$ cat config.mk
export PLATFORM = sky130hd
export DESIGN_NAME = seg_s2p_receiver_flat
export DESIGN_NICKNAME = d
export VERILOG_FILES = /design/src/rtl/seg_s2p_receiver_if.sv /design/src/rtl/seg_s2p_receiver.sv /design/src/flat_wrapper.sv
export SDC_FILE = /design/constraint.sdc
export NUM_CORES = 1
export LEC_CHECK = 0
export CAP_MARGIN = 25
export CORE_ASPECT_RATIO = 0.8
export CORE_MARGIN = 5
export CORE_UTILIZATION = 42
export DETAILED_ROUTE_END_ITERATION = 16
export GPL_TIMING_DRIVEN = 0
export PLACE_DENSITY_LB_ADDON = 0.08
export SETUP_SLACK_MARGIN = 0.02
export SYNTH_ARGS = -nofsm -noshare
export SYNTH_HDL_FRONTEND = slang
export SYNTH_SLANG_ARGS = --single-unit
$ cat constraint.sdc
create_clock -name clk -period 5.4 [get_ports clk]
set_input_delay 1.08 -clock clk [delete_from_list [all_inputs] [get_ports clk]]
set_output_delay 1.08 -clock clk [all_outputs]
set_load 0.01 [all_outputs]
$ cat src/rtl/seg_s2p_receiver_if.sv
// Four-wire shift link (sclk/sdin/sen/sclrn) plus the received-word outputs.
// master drives the link and consumes words; slave is the receiver.
interface seg_s2p_receiver_if #(
    parameter int DATA_BITS = 64
);
    logic                 sclk;
    logic                 sdin;
    logic                 sen;
    logic                 sclrn;
    logic [DATA_BITS-1:0] PData;
    logic                 valid;
    logic                 busy;
    logic                 frame_err;

    modport master (
        output sclk, sdin, sen, sclrn,
        input  PData, valid, busy, frame_err
    );

    modport slave (
        input  sclk, sdin, sen, sclrn,
        output PData, valid, busy, frame_err
    );
endinterface

$ cat src/rtl/seg_s2p_receiver.sv
// Serial-to-parallel receiver for the 4-wire shift link; rebuilds a DATA_BITS
// word from the asynchronous serial stream and strobes valid for one cycle.
module seg_s2p_receiver #(
    parameter int DATA_BITS       = 64,
    parameter int DATA_COUNT_BITS = 6,
    parameter bit DIR             = 1'b1
) (
    input logic               clk,
    input logic               rst,
    seg_s2p_receiver_if.slave link
);
    // One extra counter bit so a full frame (cnt == DATA_BITS) is representable.
    localparam int            CW   = DATA_COUNT_BITS + 1;
    localparam logic [CW-1:0] FULL = CW'(DATA_BITS);

    typedef enum logic [1:0] {IDLE, RECV, DONE} state_t;

    state_t               state_q, state_d;
    logic [2:0]           sclk_sync_q, sclk_sync_d;
    logic [2:0]           sen_sync_q, sen_sync_d;
    logic [1:0]           sdin_sync_q, sdin_sync_d;
    logic [1:0]           sclrn_sync_q, sclrn_sync_d;
    logic [DATA_BITS-1:0] shreg_q, shreg_d;
    logic [DATA_BITS-1:0] pdata_q, pdata_d;
    logic [CW-1:0]        cnt_q, cnt_d;
    logic                 ovf_q, ovf_d;
    logic                 valid_q, valid_d;
    logic                 busy_q, busy_d;
    logic                 frame_err_q, frame_err_d;
    logic                 sclk_r, sen_r, sdin_s, sclrn_s;
    logic [DATA_BITS-1:0] shifted;

    assign sclk_r  = sclk_sync_q[1] & ~sclk_sync_q[2];
    assign sen_r   = sen_sync_q[1] & ~sen_sync_q[2];
    assign sdin_s  = sdin_sync_q[1];
    assign sclrn_s = sclrn_sync_q[1];

    always_comb begin
        if (DIR) shifted = {shreg_q[DATA_BITS-2:0], sdin_s};
        else     shifted = {sdin_s, shreg_q[DATA_BITS-1:1]};
    end

    always_comb begin
        sclk_sync_d  = {sclk_sync_q[1:0], link.sclk};
        sen_sync_d   = {sen_sync_q[1:0], link.sen};
        sdin_sync_d  = {sdin_sync_q[0], link.sdin};
        sclrn_sync_d = {sclrn_sync_q[0], link.sclrn};
        state_d      = state_q;
        shreg_d      = shreg_q;
        cnt_d        = cnt_q;
        ovf_d        = ovf_q;
        pdata_d      = pdata_q;
        valid_d      = 1'b0;
        frame_err_d  = 1'b0;

        // Link clear wins over everything on the link and silently drops the frame.
        if (!sclrn_s) begin
            state_d = IDLE;
            shreg_d = '0;
            cnt_d   = '0;
            ovf_d   = 1'b0;
        end else begin
            case (state_q)
                IDLE: begin
                    if (sclk_r) begin
                        shreg_d = shifted;
                        cnt_d   = CW'(1);
                        state_d = sen_r ? DONE : RECV;
                    end else if (sen_r) begin
                        frame_err_d = 1'b1;
                    end
                end
                RECV: begin
                    if (sclk_r) begin
                        shreg_d = shifted;
                        if (cnt_q == FULL) ovf_d = 1'b1;
                        else               cnt_d = cnt_q + CW'(1);
                    end
                    if (sen_r) state_d = DONE;
                end
                DONE: begin
                    if (cnt_q == FULL && !ovf_q) begin
                        pdata_d = shreg_q;
                        valid_d = 1'b1;
                    end else begin
                        frame_err_d = 1'b1;
                    end
                    shreg_d = '0;
                    cnt_d   = '0;
                    ovf_d   = 1'b0;
                    state_d = IDLE;
                end
                default: state_d = IDLE;
            endcase
        end

        busy_d = (state_d == RECV);
    end

    always_ff @(posedge clk or negedge rst) begin
        if (!rst) begin
            state_q      <= IDLE;
            sclk_sync_q  <= '0;
            sen_sync_q   <= '0;
            sdin_sync_q  <= '0;
            sclrn_sync_q <= '1;
            shreg_q      <= '0;
            pdata_q      <= '0;
            cnt_q        <= '0;
            ovf_q        <= 1'b0;
            valid_q      <= 1'b0;
            busy_q       <= 1'b0;
            frame_err_q  <= 1'b0;
        end else begin
            state_q      <= state_d;
            sclk_sync_q  <= sclk_sync_d;
            sen_sync_q   <= sen_sync_d;
            sdin_sync_q  <= sdin_sync_d;
            sclrn_sync_q <= sclrn_sync_d;
            shreg_q      <= shreg_d;
            pdata_q      <= pdata_d;
            cnt_q        <= cnt_d;
            ovf_q        <= ovf_d;
            valid_q      <= valid_d;
            busy_q       <= busy_d;
            frame_err_q  <= frame_err_d;
        end
    end

    assign link.PData     = pdata_q;
    assign link.valid     = valid_q;
    assign link.busy      = busy_q;
    assign link.frame_err = frame_err_q;
endmodule

$ cat src/flat_wrapper.sv
// flat-port wrapper written by rule: the top's interface ports become plain ports
module seg_s2p_receiver_flat 
#(
    parameter int DATA_BITS       = 64,
    parameter int DATA_COUNT_BITS = 6,
    parameter bit DIR             = 1'b1
)
  (clk, rst, link_sclk, link_sdin, link_sen, link_sclrn, link_PData, link_valid, link_busy, link_frame_err);
  seg_s2p_receiver_if #(.DATA_BITS(DATA_BITS)) link_i ();
  input logic clk;
  input logic rst;
  input wire logic [$bits(link_i.sclk)-1:0] link_sclk;
  input wire logic [$bits(link_i.sdin)-1:0] link_sdin;
  input wire logic [$bits(link_i.sen)-1:0] link_sen;
  input wire logic [$bits(link_i.sclrn)-1:0] link_sclrn;
  output wire logic [$bits(link_i.PData)-1:0] link_PData;
  output wire logic [$bits(link_i.valid)-1:0] link_valid;
  output wire logic [$bits(link_i.busy)-1:0] link_busy;
  output wire logic [$bits(link_i.frame_err)-1:0] link_frame_err;
  assign link_i.sclk = link_sclk;
  assign link_i.sdin = link_sdin;
  assign link_i.sen = link_sen;
  assign link_i.sclrn = link_sclrn;
  assign link_PData = link_i.PData;
  assign link_valid = link_i.valid;
  assign link_busy = link_i.busy;
  assign link_frame_err = link_i.frame_err;
  seg_s2p_receiver #(.DATA_BITS(DATA_BITS), .DATA_COUNT_BITS(DATA_COUNT_BITS), .DIR(DIR)) u_core (.clk(clk), .rst(rst), .link(link_i));
endmodule
==> metrics.txt, run 1 <==
setup violators final 0; cell at the slowest stage of the critical path clkdlybuf4s50_1; pwr dens between 300 and 400 mW/mm^2; Mapped Cells 509; Final Cell Area roughly 0.0079 sq mm; CP cell instances clkdlybuf4s50_1; share of cells above drive strength 1 about a tenth; DIE HEIGHT about 120 um; initial antenna violation count 0; IO Count 73; core area 0.0149 sq mm; fmax a little over 0.4 GHz; Synth top area share 59.2%; Vias 3794; Hold Path Depth 0; CP startpoint u_core.link.PData[1]; crit end category primary output; worst hold path class flop to flop; total track usage 14.6%; compound-gate portion of the synthesized area between 2 and 3%; Worst EP arrival 1.35 ns; Internal 0.00194 W; Yosys cell types 41; Crit Reg-Reg Endpoint u_core.shreg_q[28]; Num CTS Buffers 17; IR Drop Worst-Case VDD ~240 uV; final slew viol count 0; Buffers on Ports roughly 70; filler cell count approximately 1.3k; Iteration-0 DRC Markers 125; top cells by area, synth dfrtp_1 (59%), mux2i_1 (10%), mux2_1 (9.6%); Post-DP HPWL ~7800 um; skew final 0.00554 ns; leakage roughly 3.8 nW; DR DRC count 0; WP data required between 4 and 5 ns; Worst R2R Path Depth 6; Die Width between 100 and 150 um; largest family of logic cells by synthesized area multiplexers; Syn Area/Cell between 10 and 15 sq um; worst setup margin ~3.0 ns; Wirelength per Cell 14.6 um; placed cell areas between 0.007 and 0.008 sq mm; HP Start u_core.sen_sync_q[0]; Sink Count approximately 150; Via density around 4.7; fin crit period roughly 2.4 ns; # nets final 613; flops & latches, synth between 150 and 200; postcts setup bufs 0; hold_buf cts 0; die area 0.0176 sq mm; Seq/Total Area, Yosys between 50% and 60%; Synth Area in Adders approximately 1.2%; crit-path max cell delay around 0.55 ns; Detail Route Antenna Nets 0; Net Sw Frac between 20% and 30%; RSZ-0062 raised after global routing false; FF+latch area around 0.0038 sq mm; status finished clean; CP startpoint kind flop; Root Driver clkbuf_16; Crit Path Max Fanout 2; Reg clk slew, reported paths ~0.060 ns; CTS resizes 0; mux cell area share after synthesis a little over a fifth; Bufs and invs on worst path 1; CP top delay family buffers and inverters; Comb power frac approximately 5.2%; R2R Path Start u_core.sclrn_sync_q[1]; net load switching power approximately 0.00053 W; MaxCap Viol Count 0; clock insertion delay at the later pin of the skew report 0.42 ns; Reg power frac a little under half; XOR/XNOR Fraction of Synth Area 0%; simple-gate share of the synthesized area 7.15%; Post-synth top flop dfrtp_1; maximum root-to-sink buffer count 2; Final Cycle Share ~45%; GRT Residual Overflow 0; H-tree levels 4; Synth area leader dfrtp_1; YS warnings 0; Cell Area, Synth roughly 0.0063 sq mm; Worst Max-Slew Pin Slew about 0.85 ns; Net Count, Synth between 500 and 600; # diodes 0; ys async rst share between 90% and 100%; initial core utilization between 40 and 50%; worst setup path class flop to primary output; Routability Congestion between 0.7 and 0.8; pre-CTS setup slack ~3.2 ns; first-pass GRT wire length 20400 um; pin count of the biggest net entering global routing 94; number of global-route vias before repair approximately 3.9k; row count 40; Hold EP u_core.sen_sync_q[1]; number of synthesized flops with an enable pin 0; setup tns final 0 ns; r2r setup slk 3.21 ns; Clock power frac between 40% and 50%; area occupied by multi-input gates 0.00210 sq mm; Slew HR between 40 and 50%; Hold Fails Final Rpt 0; WL final approximately 12000 um; CTS tree done; drt first pass iters 5; P&R area growth vs syn 25.0%
worst max path at each step:
stage | endpoint | cells after the start
floorplan | u_core.cnt_q[6] | 8
global placement | u_core.link.PData[36] | 1
detailed placement | u_core.shreg_q[16] | 6
CTS | link_PData[0] | 1
global route | link_PData[0] | 1
finish | link_PData[1] | 1
sequential cells by signal (all words and copies together) (netlist names):
register	cells
u_core.link.busy	1
u_core.sdin_sync_q	2
u_core.ovf_q	1
u_core.state_q	2
u_core.cnt_q	7
u_core.sclrn_sync_q	2
u_core.link.valid	1
u_core.link.frame_err	1
u_core.sen_sync_q	3
u_core.link.PData	64
u_core.sclk_sync_q	3
u_core.shreg_q	64
power groups by stage:
stage	combinational [W]	clock [W]	sequential [W]
global placement	0.000127	0	0.00117
detailed placement	0.000131	0	0.00117
floorplan	0.0000802	0	0.00117
finish	0.000129	0.00119	0.00115
CTS	0.000132	0.00122	0.00115
global route	0.000144	0.00127	0.00115
cells by family after synthesis:
group | Yosys count
AOI/OAI and AO/OA | 25
adders and majority gates | 6
buffers and inverters | 98
DFF | 151
muxes | 130
and+or+nand+nor | 99
per-stage QoR:
stage,hold WS [ns],utilization [%],total power [W],std cells
4_1_cts,0.349,53.0,0.00251,803
6_report,0.345,53.0,0.00247,803
3_3_place_gp,0.333,48.8,0.00130,770
3_5_place_dp,0.336,49.0,0.00130,771
2_1_floorplan,0.331,-,0.00125,509
5_1_grt,0.361,53.0,0.00257,803
cells in the mapped netlist, drive strengths merged, types with 4 or more instances:
cell,n
buf,17
ha,6
mux2,65
nor2,5
mux2i,65
nand2,70
inv,72
dfrtp,149
nand3,4
clkbuf,9
layer usage:
layer | GRT usage [%] | part of all wire, %
met3 | 4.95 | 4.2
met2 | 21.4 | 45
met1 | 20.2 | 49
met4 | 5.24 | 1.4
met5 | 0 | 0
final cells by class:
| cell class | count | share of cell area [%] |
|---|---|---|
| multi-input cells | 260 | 26.6 |
| repair buffers | 73 | 9.51 |
| inverters | 72 | 3.43 |
| plain buffers | 26 | 1.95 |
| well taps | 189 | 3.00 |
| flip-flops and latches | 151 | 48.0 |
| clock buffers | 23 | 5.94 |
| clock inverters | 9 | 1.57 |
cell usage in the layout (no fill, tap or decap), types with 3 or more instances in the layout:
cell / count
bufinv_16: 3
dfrtp_1: 149
nand3_1: 4
mux2_2: 11
ha_1: 6
nand2_1: 70
buf_6: 6
and3_1: 3
o32ai_1: 3
inv_1: 72
buf_2: 11
nor2b_1: 3
nor2_1: 5
nand2b_1: 3
nand4_1: 3
a21oi_1: 3
mux2i_1: 65
clkbuf_1: 12
clkinv_2: 5
a31oi_1: 3
mux2_1: 54
clkbuf_16: 17
clkdlybuf4s50_1: 71
No activity file was read; power rests on OpenSTA's default activity.
==> run 2, diff against run 1 <==
==> constraint.sdc (replaced) <==
create_clock -name clk -period 2.5 [get_ports clk]
set_input_delay 0.5 -clock clk [delete_from_list [all_inputs] [get_ports clk]]
set_output_delay 0.5 -clock clk [all_outputs]
set_load 0.01 [all_outputs]
==> results of run 2 <==
The final DEF is identical to that of run 1. Status: finished clean.
Among the figures that moved: setup slack after placement 3.20 ns -> 0.295 ns; setup slack after layout 2.97 ns -> 0.314 ns; hold slack 0.345 ns -> 0.171 ns; start point of the critical path u_core.link.PData[1] -> u_core.sclrn_sync_q[1]; end point of the critical path link_PData[1] -> u_core.shreg_q[28]; register-to-register setup slack 3.21 ns -> 0.31 ns; total power 0.00247 W -> 0.00534 W; worst IR drop on VDD 241 uV -> 520 uV
